[src/rtl/sr_drv_pkg.sv]
`default_nettype none
// ============================================================================
// Module   : sr_drv_pkg
// Brief    : Shared encodings and default parameters for the SR command driver.
// Revision : 1.0 - initial release
// ============================================================================
package sr_drv_pkg;

    localparam logic [1:0] c_IDLE  = 2'd0;
    localparam logic [1:0] c_PULSE = 2'd1;
    localparam logic [1:0] c_GAP   = 2'd2;
    localparam logic [1:0] c_CHECK = 2'd3;

    localparam logic c_CMD_SET = 1'b0;
    localparam logic c_CMD_RST = 1'b1;

    localparam int c_DEF_DB_CYCLES = 4;
    localparam int c_DEF_PULSE_W   = 2;
    localparam int c_DEF_GAP_W     = 1;
    localparam int c_DEF_CNT_W     = 8;

endpackage
`default_nettype wire

[src/rtl/sr_cmd_driver_debounce.sv]
`default_nettype none
// ============================================================================
// Module   : sr_debounce
// Brief    : Two-flop synchroniser, debounce counter and debounced-rise strobe.
// Revision : 1.0 - initial release
// ============================================================================
module sr_debounce
    import sr_drv_pkg::*;
#(
    parameter int DB_CYCLES = c_DEF_DB_CYCLES,
    parameter int CNT_W     = c_DEF_CNT_W
) (
    input  logic clk,
    input  logic clear,
    input  logic din,
    output logic rise
);

    localparam logic [CNT_W-1:0] c_DB_LAST = CNT_W'(DB_CYCLES - 1);

    logic             r_sync1;
    logic             r_sync2;
    logic             r_level;
    logic [CNT_W-1:0] r_cnt;
    logic             w_diff;
    logic             w_flip;

    assign w_diff = r_sync2 ^ r_level;
    // The flip strobe is combinational so the pending flag lands on the same edge as the level.
    assign w_flip = w_diff && (r_cnt == c_DB_LAST);
    assign rise   = w_flip & r_sync2;

    always_ff @(posedge clk) begin
        if (!clear) begin
            r_sync1 <= 1'b0;
            r_sync2 <= 1'b0;
            r_level <= 1'b0;
            r_cnt   <= '0;
        end else begin
            r_sync1 <= din;
            r_sync2 <= r_sync1;
            if (w_flip) begin
                r_level <= r_sync2;
                r_cnt   <= '0;
            end else if (w_diff) begin
                r_cnt <= r_cnt + 1'b1;
            end else begin
                r_cnt <= '0;
            end
        end
    end

endmodule
`default_nettype wire

[src/rtl/sr_cmd_driver.sv]
`default_nettype none
// ============================================================================
// Module   : sr_cmd_driver
// Brief    : Debounced set/reset request to clean s/r pulse driver with q check.
// Revision : 1.0 - initial release
// ============================================================================
module sr_cmd_driver
    import sr_drv_pkg::*;
#(
    parameter int DB_CYCLES = c_DEF_DB_CYCLES,
    parameter int PULSE_W   = c_DEF_PULSE_W,
    parameter int GAP_W     = c_DEF_GAP_W,
    parameter int CNT_W     = c_DEF_CNT_W
) (
    input  logic clk,
    input  logic clear,
    input  logic set_in,
    input  logic rst_in,
    input  logic q_fb,
    output logic s_out,
    output logic r_out,
    output logic busy,
    output logic done,
    output logic conflict,
    output logic mismatch,
    output logic exp_q
);

    localparam int c_CNT_MAX = (2 ** CNT_W) - 1;

    if ((DB_CYCLES < 1) || (DB_CYCLES > c_CNT_MAX) ||
        (PULSE_W < 1)   || (PULSE_W > c_CNT_MAX)   ||
        (GAP_W < 1)     || (GAP_W > c_CNT_MAX)) begin : g_bad_params
        $fatal(1, "sr_cmd_driver: timing parameter outside 1..2^CNT_W-1");
    end

    localparam logic [CNT_W-1:0] c_PULSE_LOAD = CNT_W'(PULSE_W - 1);
    localparam logic [CNT_W-1:0] c_GAP_LOAD   = CNT_W'(GAP_W - 1);

    logic             w_rise_s;
    logic             w_rise_r;
    logic             w_cap_s;
    logic             w_cap_r;
    logic             w_take;
    logic             w_pick_rst;
    logic             w_clr_s;
    logic             w_clr_r;
    logic             w_exp_new;
    logic             w_cnt_zero;
    logic [1:0]       w_state_nxt;
    logic [1:0]       r_state;
    logic [CNT_W-1:0] r_cnt;
    logic             r_cmd;
    logic             r_pend_s;
    logic             r_pend_r;
    logic             r_order;
    logic             r_conflict;
    logic             r_mismatch;
    logic             r_exp_q;

    sr_debounce #(.DB_CYCLES(DB_CYCLES), .CNT_W(CNT_W)) u_db_set (
        .clk   (clk),
        .clear (clear),
        .din   (set_in),
        .rise  (w_rise_s)
    );

    sr_debounce #(.DB_CYCLES(DB_CYCLES), .CNT_W(CNT_W)) u_db_rst (
        .clk   (clk),
        .clear (clear),
        .din   (rst_in),
        .rise  (w_rise_r)
    );

    // Simultaneous rises cancel each other: neither request is captured.
    assign w_cap_s    = w_rise_s & ~w_rise_r;
    assign w_cap_r    = w_rise_r & ~w_rise_s;
    // r_order set means the reset request is the older one.
    assign w_pick_rst = r_pend_r & (~r_pend_s | r_order);
    assign w_take     = (r_state == c_IDLE) & (r_pend_s | r_pend_r);
    assign w_clr_s    = w_take & ~w_pick_rst;
    assign w_clr_r    = w_take &  w_pick_rst;
    assign w_exp_new  = (r_cmd == c_CMD_SET);
    assign w_cnt_zero = (r_cnt == '0);

    always_ff @(posedge clk) begin
        if (!clear) begin
            r_state    <= c_IDLE;
            r_cnt      <= '0;
            r_cmd      <= c_CMD_SET;
            r_pend_s   <= 1'b0;
            r_pend_r   <= 1'b0;
            r_order    <= 1'b0;
            r_conflict <= 1'b0;
            r_mismatch <= 1'b0;
            r_exp_q    <= 1'b0;
        end else begin
            r_state    <= w_state_nxt;
            r_conflict <= w_rise_s & w_rise_r;
            r_pend_s   <= (r_pend_s & ~w_clr_s) | w_cap_s;
            r_pend_r   <= (r_pend_r & ~w_clr_r) | w_cap_r;
            if (w_cap_s && !(r_pend_r && !w_clr_r)) begin
                r_order <= 1'b0;
            end else if (w_cap_r && !(r_pend_s && !w_clr_s)) begin
                r_order <= 1'b1;
            end
            case (r_state)
                c_IDLE: begin
                    if (w_take) begin
                        r_cnt <= c_PULSE_LOAD;
                        r_cmd <= w_pick_rst ? c_CMD_RST : c_CMD_SET;
                    end
                end
                c_PULSE: r_cnt <= w_cnt_zero ? c_GAP_LOAD : r_cnt - 1'b1;
                c_GAP:   r_cnt <= w_cnt_zero ? r_cnt : r_cnt - 1'b1;
                c_CHECK: begin
                    r_exp_q <= w_exp_new;
                    if (q_fb != w_exp_new) begin
                        r_mismatch <= 1'b1;
                    end
                end
                default: r_cnt <= '0;
            endcase
        end
    end

    always_comb begin
        w_state_nxt = r_state;
        case (r_state)
            c_IDLE:  if (w_take)     w_state_nxt = c_PULSE;
            c_PULSE: if (w_cnt_zero) w_state_nxt = c_GAP;
            c_GAP:   if (w_cnt_zero) w_state_nxt = c_CHECK;
            c_CHECK: w_state_nxt = c_IDLE;
            default: w_state_nxt = c_IDLE;
        endcase
    end

    always_comb begin
        s_out    = (r_state == c_PULSE) && (r_cmd == c_CMD_SET);
        r_out    = (r_state == c_PULSE) && (r_cmd == c_CMD_RST);
        busy     = (r_state != c_IDLE);
        done     = (r_state == c_CHECK);
        conflict = r_conflict;
        mismatch = r_mismatch;
        exp_q    = r_exp_q;
    end

endmodule
`default_nettype wire

[config.mk]
export PLATFORM = sky130hd
export DESIGN_NAME = sr_cmd_driver
export DESIGN_NICKNAME = d
export VERILOG_FILES = /design/src/rtl/sr_drv_pkg.sv /design/src/rtl/sr_cmd_driver_debounce.sv /design/src/rtl/sr_cmd_driver.sv
export SDC_FILE = /design/constraint.sdc
export NUM_CORES = 1
export LEC_CHECK = 0
export BUFFER_PORTS_ARGS = -buffer_cell sky130_fd_sc_hd__clkbuf_2
export CORE_MARGIN = 4
export CORE_UTILIZATION = 25
export DETAILED_ROUTE_END_ITERATION = 7
export PLACE_DENSITY = 0.44
export SLEW_MARGIN = 20
export SYNTH_ARGS = -nofsm -noshare
export SYNTH_HDL_FRONTEND = slang
export SYNTH_HIERARCHICAL = 1
export SYNTH_SLANG_ARGS = --single-unit
[constraint.sdc]
create_clock -name clk -period 2.4 [get_ports clk]
set_input_delay 0.24 -clock clk [delete_from_list [all_inputs] [get_ports clk]]
set_output_delay 0.24 -clock clk [all_outputs]
set_load 0.02 [all_outputs]
==> impl_metrics.ini, run 1 <==
[routing]
vias = 1449
drtIter0Drc = 71
wl_per_cell_um = 11.2
routed_via_density = 4.53
routed_wl_um = 3600
ant_nets = 0
dr.pass1.iters = 4
drc = 0

[sta]
rsz0062_at_grt = false
fin_crit_sh = 0.850
slew_violations = 0
skew_ps = 6.76
timing.final.hold_violations = 0
worst_pin_slew_ps = 504
setup_viol = 0
period_needed_ps = 2040
fmax_mhz = 490
relSlewSlack = 0.662
tns_ps = 0
hold_ws_ps = 159

[synth]
ys_seq_area_frac = 0.417
syn_inst = 205
synth_nets = 218
ys_seq_elements = 39
ys_warn_count = 6
avgSynthCellArea_um2 = 9.13
ys_types = 42
syn_area_um2 = 1870

[floorplanning]
die_area_um2 = 8940
die_h_um = 94.5
rows = 31
start_util = 0.258
die_w_um = 94.5
pin_count = 12
core_um2 = 7250

[critical_path]
end_kind = flop
crit_fanout = 4
crit_type = flop to flop
arrival_ps = 2250
required_ps = 2610
cp-start-kind = flop

[run]
max_cap_violations = 0

[global_route]
grt-ovfl-total = 0
track_usage = 0.0901
grt_pass1_wl_um = 6310
antenna_found_initial = 0
grt_max_degree = 16
grt_pass1_vias = 1310

[final_layout]
fin_cells = 320
antenna_cells = 0
final_nets = 233
drive_gt1_frac = 0.145
syn_to_final_growth_pct = 14.0
n_fill_cell = 784
final_util = 0.294

[placed_design]
placed_cells = 312
gp_congestion = 0.726
dpl.hpwl_um = 2590
port_buffers = 11

[power]
power.leakage_nw = 0.790
vdd_drop_max_mv = 0.230
p_per_area_nw_per_um2 = 880
finalPower_mw = 1.88

[clocking]
cts_buffers = 5
post_cts_resized = 0
cts_buffer_depth = 2
cts_setup_buffers = 0
insertion_delay_ps = 290
clock_sinks = 39
postCtsHoldBufs = 0
cts_tree = done
clkTransAtPathRegs_ps = 80
cts_htree_levels = 2
root_buffer = clkbuf_8

[hold_path]
hp-class = input port to flop

[run_status]
status = finished clean
power by group:
part           switching [mW]  leakage, nW  internal [mW]
logic                   0.315        0.414          0.244
registers              0.0520        0.315          0.694
clock network           0.236       0.0612          0.336
total                   0.604        0.790           1.27
cell usage after synthesis:
cell type,n,share of area
a21boi_1,2,0.0080
nor2_1,20,0.040
o31ai_1,4,0.016
or3b_1,1,0.0047
a31oi_1,2,0.0067
a41oi_1,1,0.0047
or4b_4,2,0.015
nand4_1,3,0.010
and2_1,5,0.017
ha_1,8,0.053
a21oi_1,15,0.040
nand3_1,9,0.024
a21boi_0,1,0.0040
or4_4,1,0.0060
nand3b_1,1,0.0040
and3_1,1,0.0033
xnor2_1,3,0.014
a211o_1,1,0.0047
nand2b_1,2,0.0067
dfxtp_1,39,0.42
nand2_1,11,0.022
and4_4,1,0.0060
nor2b_1,4,0.013
nor3_1,1,0.0027
a21o_4,1,0.0080
and3_2,1,0.0040
nor3b_4,1,0.010
or3_1,12,0.040
xor2_1,7,0.033
nor4_1,2,0.0067
or3_2,1,0.0040
o311a_1,1,0.0053
a32oi_1,1,0.0047
buf_6,3,0.018
inv_1,12,0.024
a211oi_1,2,0.0080
nor4_4,1,0.011
a21oi_2,1,0.0047
o21ai_0,14,0.037
or4_1,4,0.016
o221ai_2,1,0.0080
o211ai_2,2,0.013
cell families after synthesis:
| kind of cell | synth area share |
|---|---|
| AOI/OAI and AO/OA | 0.174 |
| xor gates and xnor gates | 0.0468 |
| adders and majority gates | 0.0535 |
| buffers and inverters | 0.0421 |
| DFF | 0.417 |
| and+or+nand+nor | 0.267 |
worst max-delay path: stages (launching register included):
cell and delay (ps):
dfxtp_1 370, ha_1 220, or4b_4 500, nor4_1 370, nor2b_1 220, a21oi_1 80, a211oi_1 200
flip-flops by register name, summed over array words and instances, names as in the netlist:
| register | count |
|---|---|
| conflict | 1 |
| exp_q | 1 |
| mismatch | 1 |
| r_cmd | 1 |
| r_cnt | 8 |
| r_order | 1 |
| r_pend_r | 1 |
| r_pend_s | 1 |
| r_state | 2 |
| u_db_rst/r_cnt | 8 |
| u_db_rst/r_level | 1 |
| u_db_rst/r_sync1 | 1 |
| u_db_rst/r_sync2 | 1 |
| u_db_set/r_cnt | 8 |
| u_db_set/r_level | 1 |
| u_db_set/r_sync1 | 1 |
| u_db_set/r_sync2 | 1 |
stage by stage:
step / instance area (um^2) / worst slack [ps]
CTS: 2130 / 364
detailed placement: 2020 / 377
finish: 2130 / 359
floorplan: 1870 / 535
global placement: 2020 / 441
global route: 2130 / 89.2
layout by cell type (no fill, tap or decap), types with 3 or more instances in the layout:
cell type and n:
o31ai_1 4, and2_1 5, or4_1 4, nor2_1 20, clkbuf_8 6, o21ai_0 14, clkbuf_2 11, nor2b_1 4
dfxtp_1 39, xor2_1 7, a21oi_1 15, or3_1 12, nand2_1 11, ha_1 8, nand3_1 9, inv_1 12
xnor2_1 3, nand4_1 3
layer usage:
layer	GRT usage	share of wire	vias up
met5	0	0	-
met4	0.0397	0.014	0
met2	0.126	0.41	18
li1	-	-	775
met3	0.0287	0.042	5
met1	0.125	0.54	651
final timing paths:
| check | from | endpoint | slack [ps] | cells past startpoint |
|---|---|---|---|---|
| worst max-delay path | u_db_rst/r_cnt[0] | r_order | 360 | 6 |
| worst min-delay path | rst_in | u_db_rst/r_sync1 | 160 | 2 |
| worst max register to register | u_db_rst/r_cnt[0] | r_order | 360 | 6 |
| worst min register to register | u_db_set/r_sync1 | u_db_set/r_sync2 | 450 | 1 |
final cells by class:
| type | count | area [um^2] | area share |
|---|---|---|---|
| Multi-Input combinational cell | 151 | 1010 | 0.474 |
| Sequential cell | 39 | 781 | 0.366 |
| Tap cell | 99 | 124 | 0.0580 |
| Clock buffer | 6 | 82.6 | 0.0387 |
| Timing Repair Buffer | 11 | 55.1 | 0.0258 |
| Inverter | 12 | 45.0 | 0.0211 |
| Clock inverter | 2 | 35.0 | 0.0164 |
(Power assumes the default switching activity.)
==> inputs of run 2 (changes only) <==
Settings changed: SYNTH_HIERARCHICAL 1 to unset.
==> run 2 against run 1 <==
  * Area after synthesis decreased by 2.5%
  * Cell area decreased by 2.2%
  * Power decreased by 8.8%
  * Global-route usage decreased by 0.74 points
  * Final cell count decreased by 0.94%
  * Sequential share of layout area increased by 0.83 points
  * First-iteration DRC count decreased by 37%
  * Register-to-register slack improved by 60 ps
  * Fmax increased by 2.9%
==> impl_metrics.ini, run 2 <==
[synth]
ys_seq_area_frac = 0.428
syn_area_um2 = 1830
synth_most_common_cell = dfxtp_1
synth_nets = 219
yosys.area.top_type = dfxtp_1
avgSynthCellArea_um2 = 8.86
synthTopCellsByCount = 39 x dfxtp_1, 26 x nor2_1, 16 x a21oi_1
ys_warn_count = 0
ys_seq_elements = 39
syn_inst = 206
ys_types = 42
synth_edf_count = 0
synth.top_cell.area_share = 0.428
synth_area_leaders = dfxtp_1 43%, ha_1 5.5%, nor2_1 5.3%, a21oi_1 4.4%, xor2_1 4.3%
ys.flop_type = dfxtp_1
async_flop_share = 0

[global_route]
grt-ovfl-total = 0
grt_max_degree = 15
track_usage = 0.0828
antenna_found_initial = 0
grt_pass1_vias = 1286
grt_pass1_wl_um = 5770

[final_layout]
regArea_um2 = 781
final_cell_mix = 39 x dfxtp_1, 26 x nor2_1, 16 x a21oi_1
drive_gt1_frac = 0.109
final_common_cell = dfxtp_1
fin_area_um2 = 2090
largestRegisters = r_cnt: 8 flops, u_db_rst.r_cnt: 8 flops, u_db_set.r_cnt: 8 flops
final_nets = 233
n_fill_cell = 745
syn_to_final_growth_pct = 14.3
antenna_cells = 0
multi_input_area_um2 = 973

[routing]
wl_per_cell_um = 11.0
routed_wl_um = 3500
drc = 0
dr.pass1.iters = 5
drtIter0Drc = 45
ant_nets = 0
vias = 1451
routed_via_density = 4.58

[critical_path]
max_stage_delay_ps = 640
arrival_ps = 2150
end_kind = flop
required_ps = 2570
crit_chain = inv_1 -> ha_1 -> or3b_1 -> o21ai_2 -> o41ai_2 -> a21oi_1
crit_type = flop to flop
crit_slowest_cell = o41ai_2
cp-start-kind = flop
crit_fanout = 12

[sta]
fmax_mhz = 504
slew_violations = 0
timing.final.hold_violations = 0
worst_pin_slew_ps = 668
skew_ps = 10.3
setup_viol = 0
tns_ps = 0
hold_ws_ps = 145
relSlewSlack = 0.549
fin_crit_sh = 0.826
rsz0062_at_grt = false
period_needed_ps = 1980

[clocking]
clock_sinks = 39
post_cts_resized = 0
clkTransAtPathRegs_ps = 90
cts_buffer_depth = 2
root_buffer = clkbuf_8
cts_htree_levels = 2
postCtsHoldBufs = 0
insertion_delay_ps = 300
cts_buffers = 5
cts_setup_buffers = 0
cts_tree = done

[floorplanning]
die_area_um2 = 8730
die_w_um = 93.5
rows = 30
die_h_um = 93.5
core_um2 = 6940
start_util = 0.263
pin_count = 12

[run]
max_cap_violations = 0

[power]
p_comb_frac = 0.238
swShare = 0.320
vdd_drop_max_mv = 0.257
power.leakage_nw = 0.784
p_clk_frac = 0.334
p_switching_mw = 0.549
internal_power_mw = 1.16
sequentialPowerShare = 0.427
p_per_area_nw_per_um2 = 821

[placed_design]
port_buffers = 11
dpl.hpwl_um = 2520
place_area_um2 = 1970
gp_congestion = 0.737

[run_status]
status = finished clean

[hold_path]
hp-class = input port to flop
[run 2: metrics by stage]
stage	power, mW	setup slack, ps	util	cells
floorplan	1.07	505	-	206
global placement	1.16	463	0.284	309
detailed placement	1.15	413	0.284	309
CTS	1.72	414	0.301	317
global route	1.79	240	0.301	317
finish	1.71	417	0.301	317
[run 2: area by class of cell]
cell class                      instances  area share
Clock buffer                            5      0.0330
Inverter                                9      0.0162
Multi-Input combinational cell        153       0.466
Timing Repair Buffer                   12      0.0300
Sequential cell                        39       0.374
Tap cell                               96      0.0576
Clock inverter                          3      0.0228
[run 2: worst max-delay path, delay by kind of cell (launching register included)]
kind            cells  cell delay (ps)
simple gates        1              280
flops               1              390
buf+inv             1               80
compound gates      3              910
fa+ha+maj           1              200
[run 2: routing by layer]
metal / part of all wire / up-vias / wire [um] / global-route usage
met5: 0 / - / 0 / 0
met4: 0.014 / 0 / 48 / 0.0366
met3: 0.036 / 4 / 127 / 0.0257
met2: 0.44 / 21 / 1550 / 0.132
met1: 0.51 / 671 / 1770 / 0.102
li1: - / 755 / - / -
[run 2: worst paths after layout]
check / start / to / slack, ps / depth (start not counted)
worst min-delay path: set_in / u_db_set.r_sync1 / 150 / 2
worst min register to register: u_db_rst.r_sync1 / u_db_rst.r_sync2 / 440 / 1
worst max-delay path: r_state[0] / r_cnt[2] / 420 / 6
worst max register to register: r_state[0] / r_cnt[2] / 420 / 6
[run 2: power groups by stage]
stage / Sequential [mW] / Clock (mW) / Combinational, mW
final: 0.732 / 0.573 / 0.409
after global routing: 0.737 / 0.605 / 0.450
after CTS: 0.731 / 0.589 / 0.404
after detailed placement: 0.747 / 0 / 0.400
after global placement: 0.747 / 0 / 0.413
after floorplan: 0.733 / 0 / 0.332
[run 2: kinds of logic after synthesis]
kind of cell | share of synthesized area
flops | 0.428
buf+inv | 0.0391
fa+ha+maj | 0.0548
simple gates | 0.269
compound gates | 0.137
xor+xnor | 0.0720
